## config.mk

```make
export PLATFORM = sky130hd
export DESIGN_NAME = serial_alu_seq
export DESIGN_NICKNAME = d
export VERILOG_FILES = /design/src/rtl/serial_alu_seq.sv
export SDC_FILE = /design/constraint.sdc
export NUM_CORES = 1
export LEC_CHECK = 0
export ABC_CLOCK_PERIOD_IN_PS = 2250
export CAP_MARGIN = 10
export CORE_ASPECT_RATIO = 0.9
export CORE_MARGIN = 2
export CORE_UTILIZATION = 51
export CTS_CLUSTER_SIZE = 30
export DETAILED_ROUTE_END_ITERATION = 7
export GPL_TIMING_DRIVEN = 0
export PLACE_DENSITY = 0.78
export SLEW_MARGIN = 10
export SYNTH_ARGS = -nofsm -noshare
export SYNTH_HDL_FRONTEND = slang
export SYNTH_SLANG_ARGS = --single-unit
```

## constraint.sdc

```tcl
create_clock -name clk -period 2.25 [get_ports clk]
set_input_delay 0.225 -clock clk [delete_from_list [all_inputs] [get_ports clk]]
set_output_delay 0.225 -clock clk [all_outputs]
set_load 0.05 [all_outputs]
```

## src/rtl/serial_alu_seq.sv

```systemverilog
// Bit-serial ALU sequencer: walks one 1-bit slice across WIDTH bits, LSB first,
// with registered carry feedback; SLT uses a subtract pass then a less pass.
module serial_alu_seq #(
  parameter int WIDTH = 32,
  parameter int CNT_W = 5
) (
  input  logic             clk,
  input  logic             rst_n,
  input  logic             start,
  input  logic [WIDTH-1:0] a,
  input  logic [WIDTH-1:0] b,
  input  logic [2:0]       op,
  output logic             busy,
  output logic             done,
  output logic [WIDTH-1:0] result,
  output logic             zero,
  output logic             ovf,
  output logic             s_a,
  output logic             s_b,
  output logic [2:0]       s_op,
  output logic             s_cin,
  output logic             s_lessi,
  input  logic             s_r,
  input  logic             s_cout
);

  typedef enum logic [2:0] {IDLE, RUN, PASS1, PASS2, DONE} state_t;

  localparam logic [CNT_W-1:0] LAST = CNT_W'(WIDTH-1);

  state_t           state, state_nx;
  logic [CNT_W-1:0] cnt;
  logic             carry;
  logic [WIDTH-1:0] a_q, b_q, sh, res_nx;
  logic [2:0]       op_q;
  logic             set_q;
  logic             active, first, last, arith;

  assign active = (state == RUN) || (state == PASS1) || (state == PASS2);
  assign first  = (cnt == '0);
  assign last   = (cnt == LAST);
  assign arith  = (op_q == 3'b010) || (op_q == 3'b110);
  assign res_nx = {s_r, sh[WIDTH-1:1]};

  always_comb begin
    state_nx = state;
    busy     = active;
    done     = (state == DONE);
    // Operands rotate rather than shift so SLT can walk them twice.
    s_a      = active & a_q[0];
    s_b      = active & b_q[0];
    s_cin    = active & (first ? op_q[2] : carry);
    s_lessi  = (state == PASS2) & first & set_q;
    s_op     = 3'b000;
    case (state)
      IDLE:  if (start) state_nx = (op == 3'b111) ? PASS1 : RUN;
      RUN:   begin s_op = op_q;   if (last) state_nx = DONE;  end
      PASS1: begin s_op = 3'b110; if (last) state_nx = PASS2; end
      PASS2: begin s_op = 3'b111; if (last) state_nx = DONE;  end
      DONE:  state_nx = IDLE;
      default: state_nx = IDLE;
    endcase
  end

  always_ff @(posedge clk) begin
    if (!rst_n) begin
      state  <= IDLE;
      cnt    <= '0;
      carry  <= 1'b0;
      a_q    <= '0;
      b_q    <= '0;
      op_q   <= 3'b000;
      sh     <= '0;
      set_q  <= 1'b0;
      result <= '0;
      zero   <= 1'b0;
      ovf    <= 1'b0;
    end else begin
      state <= state_nx;
      if (state == IDLE && start) begin
        a_q   <= a;
        b_q   <= b;
        op_q  <= op;
        cnt   <= '0;
        carry <= 1'b0;
      end else if (active) begin
        a_q   <= {a_q[0], a_q[WIDTH-1:1]};
        b_q   <= {b_q[0], b_q[WIDTH-1:1]};
        carry <= s_cout;
        cnt   <= last ? '0 : cnt + 1'b1;
        sh    <= res_nx;
        // SLT sign: MSB of the difference corrected by its overflow.
        if (last && state == PASS1) set_q <= s_r ^ s_cin ^ s_cout;
        if (last && state != PASS1) begin
          result <= res_nx;
          zero   <= (res_nx == '0);
          ovf    <= (state == RUN) && arith && (s_cin ^ s_cout);
        end
      end
    end
  end

endmodule

```

==> metrics.md, run 1 <==
| Metric | Value |
|---|---|
| Required time of the critical path | 2030 ps |
| Pint | 4.654 mW |
| Maximum vdd drop | 0.5333 mV |
| Register-to-Register Path Depth | 7 |
| Final wirelength | 14610 um |
| Syn Nets | 749 |
| Worst Path Max Fanout | 9 |
| Initial Utilization | 0.5166 |
| Worst Skew | 4.497 ps |
| Fmax | 462.7 MHz |
| Die height | 102.7 um |
| Ant diodes | 0 |
| Worst setup slack after layout | 88.78 ps |
| Pwr dens | 825.5 nW/um^2 |
| H-tree level count | 4 |
| Initial antenna violation count | 0 |
| Area after DPL | 6813 um^2 |
| Crit-path cells | buf_2, nor2_1, and2_1, clkdlybuf4s50_1 |
| Mean post-synth cell area | 8.183 um^2 |
| Routed Antenna Nets | 0 |
| RSZ-0062 raised after global routing | false |
| Worst reg2reg setup slack | 250 ps |
| Clock Tree Buf Depth | 2 |
| Postcts setup bufs | 0 |
| Post-synthesis cell type count | 34 |
| Final nets | 880 |
| Clk_lat worst skew | 410 ps |
| Worst Path Buf+Inv | 2 |
| Gate power share | 0.107 |
| Final setup vio count | 0 |
| Max incr delay on CP | 800 ps |
| Commonest non-fill, non-tap cell in the layout | nand2_1 |
| Largest net degree at the start of global routing | 17 |
| Synthesized cell area | 5515 um^2 |
| Asr flop ratio synth | 0 |
| Critical path depth | 4 |
| Die X | 113.6 um |
| 1st-iter DRT viols | 274 |
| Core Area | 10680 um^2 |
| Lkg Pwr | 2.598 nW |
| Slowest cell on crit path | clkdlybuf4s50_1 |
| Die area | 11660 um^2 |
| Detailed-route via count | 5296 |
| Max-slew headroom | 0.5926 |
| Top FF cell, synth | dfxtp_1 |
| CP Launch Type | register |
| CTS Buf Count | 17 |
| Clock share of power | 0.455 |
| CTS tree | done |
| TritonRoute pass-1 iters | 8 |
| Fraction of layout cells with a size suffix above 1 | 0.09180 |
| Fillcell total | 877 |
| Area Overhead vs Synth | 34.28% |
| Post-Synthesis Cells | 674 |
| Buffers on Ports | 113 |
| Hpwl dp | 10540 um |
| Max_cap viols | 0 |
| Commonest non-fill, non-tap cells in the layout | nand2_1 (202), a21oi_1 (141), dfxtp_1 (141) |
| First-pass GRT wire length | 23350 um |
| Final Max Tran Viols | 0 |
| DRC violations left | 3 |
| Final worst path period share | 0.9605 |
| FF+latch count, synth | 142 |
| I/O pins | 115 |
| Switching share of power | 0.2387 |
| Hold Path Class | in -> reg |
| Yosys warns | 0 |
| Failing checks | design-rule violations |
| Clock slew seen by the registers of the worst setup and hold paths | 60 ps |
| Vias in the first global route | 5062 |
| Critical Path AT | 1940 ps |
| Sw power | 1.459 mW |
| Via density | 5.575 |
| Post-route cell area | 7406 um^2 |
| Top delay family on crit path | buffers and inverters |
| Final Util | 0.6937 |
| Setup TNS | 0 ps |
| Total GRT Usage | 0.2540 |
| Fin crit period | 2161 ps |
| Rows | 36 |
| Root Buffer Master | clkbuf_16 |
| Number of synthesized flops with an enable pin | 0 |
| Power Total | 6.114 mW |
| Sequential share of power | 0.437 |
| Worst hold stages | 3 |
| Worst Tran Pin Value | 611.1 ps |
| Sequential share of the synthesized area | 0.5154 |
| Grt total ovfl | 0 |
| Wire length per cell | 15.38 um |
| GP Congestion | 0.8529 |
| Outcome | complete, but fails checks |
| Post-Place Setup Slack | -160.4 ps |
| Worst Path Class, Setup | reg -> out |
| Final hold vios | 0 |
| CP endpoint kind | output pin |
| Num Clock Sinks | 142 |
| Cts hold-fix bufs | 0 |
==> metrics by stage <==
stage	cells	hold WS, ps
final	950	223.5
after global routing	950	256.3
after CTS	950	211.3
after detailed placement	920	446.6
after global placement	920	442.6
after floorplan	674	361.0
==> tightest hold or removal path, delay by kind of cell <==
kind                   cells  cell delay, ps
AO/OA/AOI/OAI              2             170
buffers and inverters      1             190
==> power groups by stage <==
stage | clock network (mW) | logic (mW) | registers (mW)
after CTS | 2.80 | 0.652 | 2.67
after floorplan | 0 | 0.396 | 2.71
after detailed placement | 0 | 0.647 | 2.73
final | 2.78 | 0.657 | 2.67
after global placement | 0 | 0.627 | 2.72
after global routing | 2.91 | 0.717 | 2.68
==> logic make-up (layout without fill, tap and decap cells) <==
logic type,after synthesis,count (layout),synth area share
flip-flops,142,142,0.5154
multiplexers,1,1,0.001815
XOR/XNOR,1,1,0.001588
buffers and inverters,59,202,0.05604
AND/OR/NAND/NOR,253,253,0.1917
adder cells (fa/ha/maj),3,3,0.006807
AO/OA/AOI/OAI,215,215,0.2266
==> per-layer routing <==
layer | share of wire | vias to the layer above | GRT usage
li1 | - | 2590 | -
met1 | 0.42 | 2501 | 0.2981
met2 | 0.50 | 183 | 0.4532
met3 | 0.067 | 22 | 0.07055
met4 | 0.015 | 0 | 0.08630
met5 | 0 | - | 0
==> sequential cells by signal, indices dropped and copies added, names as in the netlist <==
name	flops
zero	1
op_q	3
set_q	1
carry	1
state	3
cnt	5
ovf	1
a_q	32
b_q	32
result	32
sh	31
==> synthesized netlist by cell type, types with 3 or more instances <==
library cell / n / area, um^2
nor4_1: 9 / 56.30
nor2_1: 10 / 37.54
a22oi_1: 62 / 465.5
nand2_1: 203 / 762.0
nand4_1: 4 / 25.02
buf_6: 5 / 56.30
nor2b_1: 3 / 18.77
buf_4: 7 / 52.55
ha_1: 3 / 37.54
and2_1: 4 / 25.02
clkbuf_1: 24 / 90.09
a21oi_1: 141 / 705.7
dfxtp_1: 142 / 2843
nand3_1: 7 / 35.03
o21ai_0: 6 / 30.03
buf_2: 18 / 90.09
==> final timing paths <==
kind,startpoint,end
worst min-delay path,rst_n,b_q[31]
worst max register to register,cnt[0],result[14]
worst min register to register,b_q[0],b_q[0]
worst max-delay path,state[0],done
==> what timing repair did <==
action                     4_1_cts  5_1_grt
cloned                           0        0
gates resized for setup         28       10
setup endpoints to repair       35       23
==> final cells by class <==
type                    count  area (um^2)  area share
plain buffers              53        289.0     0.03903
clock buffers              19        442.9     0.05981
clock inverters            12        145.1     0.01960
inverters                   5        20.02    0.002703
multi-input cells         473         2375      0.3207
flip-flops and latches    142         2844      0.3840
well taps                 133        166.4     0.02247
repair buffers            113         1124      0.1517
Power figures use the tool's default switching activity.
==> run 2: changes to the inputs <==
--- a/config.mk
+++ b/config.mk
@@ -5,15 +5,17 @@
 export SDC_FILE = /design/constraint.sdc
 export NUM_CORES = 1
 export LEC_CHECK = 0
-export ABC_CLOCK_PERIOD_IN_PS = 2250
+export ABC_CLOCK_PERIOD_IN_PS = 1800
 export CAP_MARGIN = 10
+export CELL_PAD_IN_SITES_DETAIL_PLACEMENT = 1
+export CELL_PAD_IN_SITES_GLOBAL_PLACEMENT = 1
 export CORE_ASPECT_RATIO = 0.9
 export CORE_MARGIN = 2
-export CORE_UTILIZATION = 51
+export CORE_UTILIZATION = 34
 export CTS_CLUSTER_SIZE = 30
 export DETAILED_ROUTE_END_ITERATION = 7
 export GPL_TIMING_DRIVEN = 0
-export PLACE_DENSITY = 0.78
+export PLACE_DENSITY = 0.74
 export SLEW_MARGIN = 10
 export SYNTH_ARGS = -nofsm -noshare
 export SYNTH_HDL_FRONTEND = slang
==> constraint.sdc (replaced) <==
create_clock -name clk -period 1.8 [get_ports clk]
set_input_delay 0.18 -clock clk [delete_from_list [all_inputs] [get_ports clk]]
set_output_delay 0.18 -clock clk [all_outputs]
set_load 0.05 [all_outputs]
==> run 2 against run 1 <==
Compared with the run above:
- the flow finishes with violations (negative setup slack)
- clock power is 34% higher
- highest routed layer unchanged
- non-clock buffer count rose by 22
- utilization fell by 19 points
- sequential power increased by 25%
- critical path type unchanged
- critical endpoint is now s_cin
==> metrics.md, run 2 (synthesis results as in run 1) <==
| Metric | Value |
|---|---|
| TritonRoute pass-1 iters | 4 (-4) |
| Area after DPL | 6908 um^2 (+1.4%) |
| Lkg Pwr | 2.840 nW (+9.3%) |
| Core Area | 16020 um^2 (+50%) |
| Register-to-Register Path Depth | 8 (+1) |
| Fraction of layout cells with a size suffix above 1 | 0.1605 (+0.06872) |
| Crit-path cells | inv_2, ha_4, nor4b_4, mux2i_2, nor2_4, buf_8 |
| Max-slew headroom | 0.5801 (-0.01248) |
| Buffers on Ports | 113 (unchanged) |
| Clk_lat worst skew | 430 ps (+20 ps) |
| Post-route cell area | 8029 um^2 (+8.4%) |
| Final Max Tran Viols | 0 (unchanged) |
| Final Util | 0.5012 (-0.1926) |
| Worst Skew | 18.33 ps (+13.84 ps) |
| Initial Utilization | 0.3443 (-0.1724) |
| Final nets | 904 (+2.7%) |
| CP endpoint kind | output pin |
| Top flop regs | a_q (32), b_q (32), result (32) |
| I/O pins | 115 (unchanged) |
| Via density | 5.191 (-6.9%) |
| Clock slew seen by the registers of the worst setup and hold paths | 60 ps (about the same) |
| Num Clock Sinks | 142 (unchanged) |
| Initial antenna violation count | 0 (unchanged) |
| Die X | 138.3 um (+22%) |
| Required time of the critical path | 1620 ps (-410 ps) |
| Hpwl dp | 12070 um (+15%) |
| Critical Path AT | 1830 ps (-110 ps) |
| Slowest cell on crit path | dfxtp_2 |
| CP Launch Type | register |
| Wire length per cell | 16.98 um (+10%) |
| Total GRT Usage | 0.1961 (-0.05789) |
| Max_cap viols | 0 (unchanged) |
| Final wirelength | 17800 um (+22%) |
| Clock Tree Buf Depth | 2 (unchanged) |
| Max incr delay on CP | 330 ps (-470 ps) |
| GP Congestion | 0.7965 (-6.6%) |
| CTS tree | done |
| Worst setup slack after layout | -208.2 ps (-296.9 ps) |
| Grt total ovfl | 0 (unchanged) |
| Die height | 124.8 um (+22%) |
| Final setup vio count | 7 (+7) |
| Die area | 17260 um^2 (+48%) |
| Critical path depth | 6 (+2) |
| Worst Tran Pin Value | 629.8 ps (+18.73 ps) |
| Maximum vdd drop | 0.7624 mV (+43%) |
| Commonest non-fill, non-tap cells in the layout | nand2_1 (202), dfxtp_1 (137), a21oi_1 (134) |
| Fin crit period | 2008 ps |
| Worst Path Class, Setup | reg -> out |
| Setup TNS | -603.4 ps (-603.4 ps) |
| Vias in the first global route | 5646 (+12%) |
| Pwr dens | 998.2 nW/um^2 (+21%) |
| Root Buffer Master | clkbuf_16 |
| Routed Antenna Nets | 0 (unchanged) |
| Top delay family on crit path | simple AND/OR/NAND/NOR gates |
| Rows | 44 (+22%) |
| Post-Place Setup Slack | -676.4 ps (-516.0 ps) |
| Commonest non-fill, non-tap cell in the layout | nand2_1 |
| Detailed-route via count | 5440 (+2.7%) |
| CTS Buf Count | 17 (unchanged) |
| Outcome | complete, but fails checks |
| First-pass GRT wire length | 27590 um (+18%) |
| Hold Path Class | in -> reg |
| RSZ-0062 raised after global routing | true |
| Worst Path Buf+Inv | 2 (unchanged) |
| 1st-iter DRT viols | 301 (+9.9%) |
| Worst hold margin | 159.4 ps (-64.12 ps) |
| Final hold vios | 0 (unchanged) |
| Failing checks | negative setup slack |
| Final worst path period share | 1.116 |
| Ant diodes | 0 (unchanged) |
| Area Overhead vs Synth | 45.58% |
| Fmax | 498.0 MHz |
| H-tree level count | 4 (unchanged) |
| DRC violations left | 0 (-3) |
| Largest net degree at the start of global routing | 17 (unchanged) |
| Worst hold stages | 3 (unchanged) |
| Fillcell total | 1829 (+110%) |
| Worst Path Max Fanout | 3 (-6) |
## run 2: worst reg2reg max path, cell delays in order (launching register included)
cell,delay (ps)
dfxtp_2,330
inv_2,60
ha_4,140
nor4b_4,320
mux2i_2,320
nor2_4,70
buf_4,150
a2111o_1,350
nand3_1,70
## run 2: routing by layer
metal,part of all wire,global-route usage,vias up
met5,0,0,-
met4,0.017,0.07383,0
met3,0.053,0.05959,27
met2,0.50,0.3337,123
met1,0.43,0.2328,2644
li1,-,-,2646
## run 2: report_power, final
part           internal, mW  switching (mW)
Sequential             3.27          0.0757
Clock                  2.31            1.40
Combinational         0.436           0.516
## run 2: through the flow
stage | total power [mW] | instances
floorplan | 3.881 | 674
global placement | 4.200 | 994
detailed placement | 4.239 | 994
CTS | 8.020 | 1037
global route | 8.310 | 1048
finish | 8.014 | 1048
## run 2: final timing paths
path                            startpoint        end  slack (ps)
worst max-delay path                cnt[1]      s_cin        -210
worst min-delay path                 rst_n    b_q[31]         160
worst max register to register      cnt[1]      set_q         -90
worst min register to register   result[7]  result[7]         460
## run 2: what timing repair did
item / CTS / global route
cloned: 0 / 5
hold endpoints to repair: 0 / 0
hold buffers: 0 / 0
gates resized for setup: 105 / 39
pin swaps: 9 / 8
endpoints found under the setup margin: 62 / 97
setup buffers: 13 / 8
## run 2: cell type report
class                      instances  area, um^2  area share
clock inverter                    13       187.7     0.02338
multi-input combinational        475        2525      0.3145
inverter                           5       23.77    0.002961
tap                              207       259.0     0.03226
clock buffer                      18       429.2     0.05345
buffer                            52       389.1     0.04846
sequential                       142        2856      0.3558
timing repair buffer             136        1359      0.1692
==> run 3: changes to the inputs <==
--- a/config.mk
+++ b/config.mk
@@ -16,6 +16,7 @@
 export DETAILED_ROUTE_END_ITERATION = 7
 export GPL_TIMING_DRIVEN = 0
 export PLACE_DENSITY = 0.74
+export REMOVE_ABC_BUFFERS = 1
 export SLEW_MARGIN = 10
 export SYNTH_ARGS = -nofsm -noshare
 export SYNTH_HDL_FRONTEND = slang
==> run 3 against run 2 <==
Compared with the run above:
- the flow still finishes with violations (negative setup slack)
- die area did not move
- critical path depth is the same
- utilization is 1.4 points lower
- maximum frequency increased by 4.3%
- final cell count fell by 3.1%
- clock power fell by 13%
- via count down 1.5%
- hold slack better by 180 ps
- first-iteration DRC count is 27% lower
- wire length is 0.71% lower
- global-route usage fell by 0.48 points
- combinational power is 1% higher
- largest power group is now sequential cells
==> metrics.md, run 3 (synthesis results as in run 1) <==
| Metric | Value |
|---|---|
| TritonRoute pass-1 iters | 5 (+1) |
| Vias in the first global route | 5401 (-4.3%) |
| Max-slew headroom | 0.6620 (+0.08182) |
| CTS Buf Count | 17 (unchanged) |
| Top flop regs | a_q (32), b_q (32), result (32) |
| Worst hold stages | 3 (unchanged) |
| Fraction of layout cells with a size suffix above 1 | 0.1323 (-0.02826) |
| Wire length per cell | 17.39 um (+2.4%) |
| Grt total ovfl | 0 (unchanged) |
| Via density | 5.272 (+1.6%) |
| Final wirelength | 17670 um (-0.71%) |
| Rows | 44 (unchanged) |
| Final nets | 872 (-3.5%) |
| H-tree level count | 4 (unchanged) |
| Ant diodes | 0 (unchanged) |
| Power Total | 7.534 mW (-6.0%) |
| Root Buffer Master | clkbuf_16 |
| Fin crit period | 1926 ps (-82.43 ps) |
| Routed Antenna Nets | 0 (unchanged) |
| Maximum vdd drop | 0.6793 mV (-11%) |
| Initial Utilization | 0.3443 (unchanged) |
| Pwr dens | 966.2 nW/um^2 (-3.2%) |
| Total GRT Usage | 0.1913 (-0.004789) |
| Clock slew seen by the registers of the worst setup and hold paths | 60 ps (about the same) |
| Die height | 124.8 um (unchanged) |
| Die X | 138.3 um (unchanged) |
| Fillcell total | 1898 (+3.8%) |
| Buffers on Ports | 114 (+0.88%) |
| CP endpoint kind | output pin |
| Commonest non-fill, non-tap cell in the layout | nand2_1 |
| Worst setup slack after layout | -125.7 ps (+82.43 ps) |
| Area Overhead vs Synth | 41.38% |
| Core Area | 16020 um^2 (unchanged) |
| CTS tree | done |
| Worst Path Class, Setup | reg -> out |
| First-pass GRT wire length | 26820 um (-2.8%) |
| Critical Path AT | 1750 ps (-80 ps) |
| Final hold vios | 0 (unchanged) |
| Final setup vio count | 2 (-5) |
| Hpwl dp | 9468 um (-22%) |
| Worst Skew | 7.107 ps (-11.23 ps) |
| DRC violations left | 0 (unchanged) |
| Die area | 17260 um^2 (unchanged) |
| Lkg Pwr | 2.765 nW (-2.7%) |
| Outcome | complete, but fails checks |
| Worst Tran Pin Value | 505.5 ps (-124.3 ps) |
| Post-route cell area | 7797 um^2 (-2.9%) |
| Final Max Tran Viols | 0 (unchanged) |
| Fmax | 519.3 MHz (+4.3%) |
| Num Clock Sinks | 142 (unchanged) |
| Clock Tree Buf Depth | 2 (unchanged) |
| I/O pins | 115 (unchanged) |
| Hold Path Class | in -> reg |
| Post-Place Setup Slack | -1777 ps (-1101 ps) |
| Max_cap viols | 0 (unchanged) |
| Area after DPL | 6709 um^2 (-2.9%) |
| 1st-iter DRT viols | 221 (-27%) |
| Final worst path period share | 1.070 (-0.04579) |
| Clk_lat worst skew | 410 ps (-20 ps) |
| GP Congestion | 0.7495 (-5.9%) |
| CP Launch Type | register |
| Initial antenna violation count | 0 (unchanged) |
| Failing checks | negative setup slack |
| Detailed-route via count | 5356 (-1.5%) |
| RSZ-0062 raised after global routing | true |
| Worst Path Max Fanout | 4 (+1) |
| Required time of the critical path | 1620 ps (about the same) |
| Commonest non-fill, non-tap cells in the layout | nand2_1 (202), a21oi_1 (140), dfxtp_1 (137) |
| Largest net degree at the start of global routing | 80 (+63) |
| Register-to-Register Path Depth | 8 (unchanged) |
-- run 3: cell types whose count changed in the layout (fill, tap and decap cells not counted), sizes merged, moves of 2 or more --
cell	previous run	this run
clkinvlp	6	1
clkdlybuf4s50	101	103
or2	1	3
buf	56	36
bufinv	4	0
clkbuf	44	27
clkinv	2	9
-- run 3: critical path, stage by stage (launching register included) --
cell and delay, ps:
dfxtp_4 350, inv_2 60, ha_4 120, nor4b_4 270
mux2i_2 320, nor2_4 60, buf_8 150
-- run 3: what timing repair did --
action / CTS / global route
resized for setup: 75 / 18
setup buffers: 17 / 14
setup endpoints to repair: 145 / 56
pin swaps: 10 / 5
hold buffers: 0 / 0
hold endpoints to repair: 0 / 0
cloned: 7 / 5
-- run 3: layout make-up --
class	instances	area, um^2	area share
flip-flops and latches	142	2859	0.3667
multi-input cells	479	2524	0.3237
repair buffers	146	1461	0.1874
clock buffers	25	515.5	0.06611
well taps	207	259.0	0.03322
repair inverters	6	96.34	0.01236
inverters	5	50.05	0.006418
clock inverters	6	32.53	0.004172
-- run 3: final timing paths --
path,start,end,slack (ps)
worst min-delay path,op[0],op_q[0],340
worst max register to register,cnt[0],set_q,50
worst max-delay path,cnt[0],s_cin,-130
worst min register to register,a_q[30],a_q[30],460
-- run 3: through the flow --
stage | hold slack (ps) | cells | setup TNS, ps | utilization
2_1_floorplan | 316.0 | 620 | -180930 | -
6_report | 343.0 | 1016 | -163.2 | 0.4867
3_3_place_gp | 442.2 | 941 | -335770 | 0.4136
4_1_cts | 321.5 | 998 | -218.6 | 0.4745
3_5_place_dp | 448.8 | 944 | -164400 | 0.4188
5_1_grt | 343.9 | 1016 | -468.3 | 0.4867
-- run 3: report_power, final --
group	total [mW]	switching, mW	internal [mW]	leakage, nW
Combinational	0.962	0.550	0.412	1.33
Sequential	3.34	0.0741	3.27	1.16
Clock	3.23	1.27	1.96	0.275
Total	7.53	1.89	5.64	2.76
-- run 3: routing by layer --
layer  track usage  vias to the layer above  share of wire
li1              -                     2588              -
met1        0.2143                     2629           0.42
met2        0.3372                      118           0.50
met3       0.07420                       21          0.064
met4       0.05522                        0          0.017
met5             0                        -              0
